## src/rtl/rv32i_types.sv

```systemverilog
// Shared RV32I core types, including the branch history table counter and FSM encodings.
package rv32i_types;

   typedef logic [31:0] rv32i_word;

   typedef logic [1:0] bht_ctr_t;

   localparam bht_ctr_t BHT_SNT = 2'b00;
   localparam bht_ctr_t BHT_WNT = 2'b01;
   localparam bht_ctr_t BHT_WT  = 2'b10;
   localparam bht_ctr_t BHT_ST  = 2'b11;

   typedef enum logic {BHT_INIT, BHT_READY} bht_state_t;

endpackage

```

## src/rtl/sat_ctr2.sv

```systemverilog
// Two-bit saturating counter next-state function: count up on taken, down on not-taken.
module sat_ctr2
   import rv32i_types::*;
(
   input  bht_ctr_t ctr,
   input  logic     taken,
   output bht_ctr_t nxt
);

   always_comb begin
      nxt = ctr;
      if (taken) begin
         if (ctr != BHT_ST) nxt = ctr + 2'd1;
      end else begin
         if (ctr != BHT_SNT) nxt = ctr - 2'd1;
      end
   end

endmodule

```

## src/rtl/bht_predictor.sv

```systemverilog
// Branch history table: 2-bit counters indexed by pc[IDX_BITS+1:2], swept to INIT_CTR after reset.
// Define BHT_PERF_CNT_EN to add perf_updates / perf_mispredicts counters.
module bht_predictor
   import rv32i_types::*;
#(
   parameter int       IDX_BITS = 6,
   parameter bht_ctr_t INIT_CTR = BHT_WNT
) (
   input  logic        clk,
   input  logic        rst,
   output logic        ready,
   input  logic        pred_valid,
   input  rv32i_word   pred_pc,
   output logic        pred_resp_valid,
   output logic        pred_taken,
   input  logic        upd_valid,
   input  rv32i_word   upd_pc,
   input  logic        upd_br_en,
   input  logic        upd_pred_taken,
`ifdef BHT_PERF_CNT_EN
   output logic [31:0] perf_updates,
   output logic [31:0] perf_mispredicts,
`endif
   output logic        mispredict
);

   localparam int ENTRIES = 2 ** IDX_BITS;

   bht_state_t          state;
   logic [IDX_BITS-1:0] init_idx;
   bht_ctr_t            bht_tbl [ENTRIES];

   logic [IDX_BITS-1:0] pred_idx, upd_idx, wr_idx;
   bht_ctr_t            upd_next, wr_data;
   logic                wr_en;

   assign pred_idx = pred_pc[IDX_BITS+1:2];
   assign upd_idx  = upd_pc[IDX_BITS+1:2];

   // PC offset bits and tag bits above the index are deliberately dropped (aliasing allowed).
   logic unused_pc_bits;
   assign unused_pc_bits = ^{pred_pc[31:IDX_BITS+2], pred_pc[1:0],
                             upd_pc[31:IDX_BITS+2],  upd_pc[1:0]};

   sat_ctr2 u_sat_ctr2 (
      .ctr   (bht_tbl[upd_idx]),
      .taken (upd_br_en),
      .nxt   (upd_next)
   );

   always_comb begin
      wr_en   = 1'b0;
      wr_idx  = init_idx;
      wr_data = INIT_CTR;
      if (!rst) begin
         if (state == BHT_INIT) begin
            wr_en = 1'b1;
         end else if (upd_valid) begin
            wr_en   = 1'b1;
            wr_idx  = upd_idx;
            wr_data = upd_next;
         end
      end
   end

   // Table has no reset; its contents only become meaningful once the sweep finishes.
   always_ff @(posedge clk) begin
      if (wr_en) bht_tbl[wr_idx] <= wr_data;
   end

   always_ff @(posedge clk) begin
      if (rst) begin
         state            <= BHT_INIT;
         init_idx         <= '0;
         ready            <= 1'b0;
         pred_resp_valid  <= 1'b0;
         pred_taken       <= 1'b0;
         mispredict       <= 1'b0;
`ifdef BHT_PERF_CNT_EN
         perf_updates     <= '0;
         perf_mispredicts <= '0;
`endif
      end else begin
         pred_resp_valid <= 1'b0;
         mispredict      <= 1'b0;
         case (state)
            BHT_INIT: begin
               init_idx <= init_idx + IDX_BITS'(1);
               if (&init_idx) begin
                  state <= BHT_READY;
                  ready <= 1'b1;
               end
            end
            BHT_READY: begin
               // Table read sees the value before any same-edge update (no bypass).
               if (pred_valid) begin
                  pred_resp_valid <= 1'b1;
                  pred_taken      <= bht_tbl[pred_idx][1];
               end
               if (upd_valid) begin
                  mispredict <= (upd_br_en != upd_pred_taken);
`ifdef BHT_PERF_CNT_EN
                  perf_updates <= perf_updates + 32'd1;
                  if (upd_br_en != upd_pred_taken)
                     perf_mispredicts <= perf_mispredicts + 32'd1;
`endif
               end
            end
         endcase
      end
   end

endmodule

```

## config.mk

```make
export PLATFORM = sky130hd
export DESIGN_NAME = bht_predictor
export DESIGN_NICKNAME = d
export VERILOG_FILES = /design/src/rtl/rv32i_types.sv /design/src/rtl/sat_ctr2.sv /design/src/rtl/bht_predictor.sv
export SDC_FILE = /design/constraint.sdc
export NUM_CORES = 1
export LEC_CHECK = 0
export ABC_AREA = 1
export ABC_CLOCK_PERIOD_IN_PS = 5300
export BUFFER_PORTS_ARGS = -buffer_cell sky130_fd_sc_hd__buf_2
export CORE_AREA = 2 2 128 92
export CTS_CLUSTER_SIZE = 14
export DETAILED_ROUTE_END_ITERATION = 10
export DIE_AREA = 0 0 130 94
export MAX_ROUTING_LAYER = met4
export PLACE_DENSITY = 0.81
export SETUP_SLACK_MARGIN = 0.15
export SYNTH_ARGS = -nofsm -noshare
export SYNTH_HDL_FRONTEND = slang
export SYNTH_SLANG_ARGS = --single-unit
```

## constraint.sdc

```tcl
create_clock -name clk -period 5.3 [get_ports clk]
set_clock_uncertainty 0.15 [all_clocks]
set_input_delay 0.265 -clock clk [delete_from_list [all_inputs] [get_ports clk]]
set_output_delay 0.265 -clock clk [all_outputs]
set_load 0.02 [all_outputs]
```

==> reports/metrics.cfg <==
[route]
drt_drc_violations_left = 0
drt_iter0_markers = 713
first_pass_iteration_count_of_the_detailed_router = 6
viasPerCell = 6.00
vias = 5506
average_wire_length_per_cell_after_detail_routing_um = 19.1
drt.antenna.violating_nets = 0
routed_wl_mm = 17.6

[global_routing]
grtUsageTotal_pct = 32.0
grt_start_max_net_pins = 65
use_met2_pct = 47.6
grt_most_used_layer = met2
groute.layer.met3.usage_pct = 9.57
number_of_antenna_violations_at_the_first_check_in_global_routing = 0
grt_first_pass_wirelength_mm = 27.6
total_overflow_reported_by_the_global_router = 0
grt_pass1_vias = 5333
global_route.usage.met1_pct = 40.4

[cells_and_area]
fin_nets = 822
commonest_cells_after_routing_fill_and_taps_aside = sky130_fd_sc_hd__nand2_1 (241), sky130_fd_sc_hd__nand3_1 (166), sky130_fd_sc_hd__edfxtp_1 (128), sky130_fd_sc_hd__nor2_1 (67), sky130_fd_sc_hd__inv_1 (22)
insertedDiodeCount = 0
fill_cells = 824
mostFrequentLayoutCell = sky130_fd_sc_hd__nand2_1
finalCoreUtilization_pct = 69.3
layout-area-overhead-vs-synth_pct = 11.4
drive_above_1_share_pct = 11.5

[clock_tree]
cts.repair.resized = 0
cts.clk_slew.worst_paths_ps = 60
tritoncts = built
clock_sinks = 139
cts_max_path_buffers = 2
clock_latency_ps = 420
root_buffer = sky130_fd_sc_hd__clkbuf_16
number_of_cts_inserted_buffers = 17
cts_htree_levels = 4

[worst_setup_path]
worst_r2r_startpoint = state$_SDFF_PP0_
setup.worst_path.start_class = input pin
critPathLaunch = upd_pc[2]
critical_path.reg2reg.endpoint = bht_tbl[17][0]$_DFFE_PP_
endpoint_class_of_the_critical_path = register
reg2reg_slack_ps = 2600
setup.worst_path.end = bht_tbl[54][1]$_DFFE_PP_
critical_path_arrival_ps = 3340
cp_max_fo = 64
type_of_the_setup_path_with_the_least_slack = input pin to register
worstPathRequired_ps = 5410
worst_r2r_path_depth = 8

[floorplanning]
num_io_pins = 74
fp.dieArea_um2 = 12200
start_util_pct = 62.2
die_height_um = 94
std_cell_rows = 32
floorplan.die.width_um = 130
placeable_core_region_um2 = 10900

[yosys]
synth-adder-area-share_pct = 0.184
synth_async_sr_flop_share_pct = 0
synth-seq-cells = 139
mapped_cells = 741
synth_top_family_by_area = simple AND/OR/NAND/NOR gates
synth.yosys.seq_area_share_pct = 59.8
syn_area_um2 = 6800
synth-compound-area-share_pct = 2.78
yosysWarningCount = 0
synth_mux_area_share_pct = 0
edff_count_synth = 128
ys_dominant_reg_cell = sky130_fd_sc_hd__edfxtp_1
synthSimpleGateAreaFrac_pct = 33.1
post_synth.cell_area_avg_um2 = 9.17
synth.lib_cells_used.distinct = 32
synth-xor-area-share_pct = 0.129
synth_fp_nets = 812

[timing]
setup-violations-final = 0
post-route-worst-setup-slack_ps = 2080
final_min_period_over_clock_period_pct = 60.8
post-route-min-period_ps = 3220
fin_setup_tns_ps = 0
final_hold_viol_count = 0
rsz0062_at_grt = false
transition_at_the_pin_with_the_smallest_max_transition_slack_ps = 1290
max_freq_mhz = 310
slew-limit-headroom_pct = 14.2
final_max_slew_viol_count = 0
fin_hold_ws_ps = 21.7

[power]
p_sw_uw = 563
leakagePower_uw = 0.00291
power-per-cell-area_nw_per_um2 = 327
part_of_the_total_power_dissipated_in_the_clock_network_pct = 45.1
power_frac_comb_pct = 7.0
vdd.ir_drop.worst_mv = 0.381
p_seq_share_pct = 47.9
power.share.switching_pct = 22.7
intPower_uw = 1910

[hold_path]
min-delay-path-class = input pin to register

[place]
gp_congestion = 0.955
io_buffer_count = 21
preCtsSetupSlack_ps = 1720
dp_hpwl_mm = 10.8

[run]
timing.max_cap.violations = 0

[run_status]
outcome = completed

per-stage QoR:
step | cell area (um2) | std cells | power [uW]
after floorplan | 6800 | 741 | 1330
after global placement | 6990 | 883 | 1370
after detailed placement | 6990 | 883 | 1380
after CTS | 7570 | 917 | 2480
after global routing | 7570 | 917 | 2540
final | 7570 | 917 | 2480
power groups by stage:
stage | registers [uW] | clock network, uW | logic (uW)
after floorplan | 1210 | 0 | 118
after global placement | 1210 | 0 | 162
after detailed placement | 1210 | 0 | 168
after CTS | 1190 | 1120 | 169
after global routing | 1190 | 1170 | 189
final | 1190 | 1120 | 174
cell usage after synthesis (2+ instances only):
| library cell | count | area (um2) |
|---|---|---|
| sky130_fd_sc_hd__edfxtp_1 | 128 | 3840 |
| sky130_fd_sc_hd__nand3_2 | 3 | 30.0 |
| sky130_fd_sc_hd__o21ai_4 | 2 | 32.5 |
| sky130_fd_sc_hd__o21ai_0 | 10 | 50.1 |
| sky130_fd_sc_hd__nand2_1 | 241 | 905 |
| sky130_fd_sc_hd__inv_2 | 7 | 26.3 |
| sky130_fd_sc_hd__nor2_4 | 2 | 22.5 |
| sky130_fd_sc_hd__dfxtp_1 | 11 | 220 |
| sky130_fd_sc_hd__nand3_1 | 166 | 831 |
| sky130_fd_sc_hd__buf_2 | 10 | 50.1 |
| sky130_fd_sc_hd__nand4_2 | 6 | 75.1 |
| sky130_fd_sc_hd__o21ai_2 | 4 | 35.0 |
| sky130_fd_sc_hd__nor4_1 | 6 | 37.5 |
| sky130_fd_sc_hd__clkbuf_1 | 25 | 93.8 |
| sky130_fd_sc_hd__nor2_1 | 68 | 255 |
| sky130_fd_sc_hd__nor3_1 | 5 | 25.0 |
| sky130_fd_sc_hd__nand2_2 | 2 | 12.5 |
| sky130_fd_sc_hd__a21oi_1 | 10 | 50.1 |
| sky130_fd_sc_hd__inv_1 | 22 | 82.6 |
metal layers:
layer	routed length, um	up-vias
met5	0	-
met4	489	0
met3	2010	57
met2	8150	340
met1	6900	2546
li1	-	2563
flip-flops by register name (all words and copies together), names as in the netlist:
register / flops
ready: 1
init_idx: 6
pred_taken: 1
bht_tbl: 128
state: 1
mispredict: 1
pred_resp_valid: 1
cell type report:
| type | instances | area, um2 | area share, % |
|---|---|---|---|
| Clock buffer | 19 | 433 | 5.72 |
| Clock inverter | 13 | 128 | 1.69 |
| Inverter | 30 | 115 | 1.52 |
| Multi-Input combinational cell | 535 | 2460 | 32.6 |
| Sequential cell | 139 | 4060 | 53.7 |
| Tap cell | 153 | 191 | 2.53 |
| Timing Repair Buffer | 28 | 175 | 2.31 |
cell families (layout without fill, tap and decap cells):
logic type,Yosys count,after routing
AO/OA/AOI/OAI,29,29
buffers and inverters,67,90
adder cells (fa/ha/maj),1,1
XOR/XNOR,1,1
AND/OR/NAND/NOR,504,504
flip-flops,139,139
critical path, cell delays in order:
cell and delay (ps):
sky130_fd_sc_hd__buf_2 270, sky130_fd_sc_hd__inv_2 880, sky130_fd_sc_hd__nand2_1 140, sky130_fd_sc_hd__nand3_1 130, sky130_fd_sc_hd__nand3_1 110, sky130_fd_sc_hd__nand2_1 100, sky130_fd_sc_hd__nand2_1 50, sky130_fd_sc_hd__nand3_1 70
sky130_fd_sc_hd__nand3_1 150, sky130_fd_sc_hd__nand3b_1 160, sky130_fd_sc_hd__nand2_1 100, sky130_fd_sc_hd__nor2_4 630, sky130_fd_sc_hd__buf_12 270
repair_timing:
item | CTS | global route
endpoints found under the hold margin | 2 | 0
hold buffers | 2 | 0
buffers inserted | 0 | 0
how the worst min path moves through the flow:
stage,from,endpoint,slack [ps],depth (start not counted)
after global routing,pred_valid,pred_resp_valid$_SDFF_PP0_,20,3
after CTS,pred_valid,pred_resp_valid$_SDFF_PP0_,20,3
after global placement,init_idx[3]$_SDFFE_PP0N_,init_idx[4]$_SDFFE_PP0N_,320,2
after floorplan,upd_pred_taken,mispredict$_SDFF_PP0_,270,2
final,pred_valid,pred_resp_valid$_SDFF_PP0_,20,3
after detailed placement,init_idx[3]$_SDFFE_PP0N_,init_idx[4]$_SDFFE_PP0N_,320,2
Note: power is estimated with default switching activity, not from simulation.
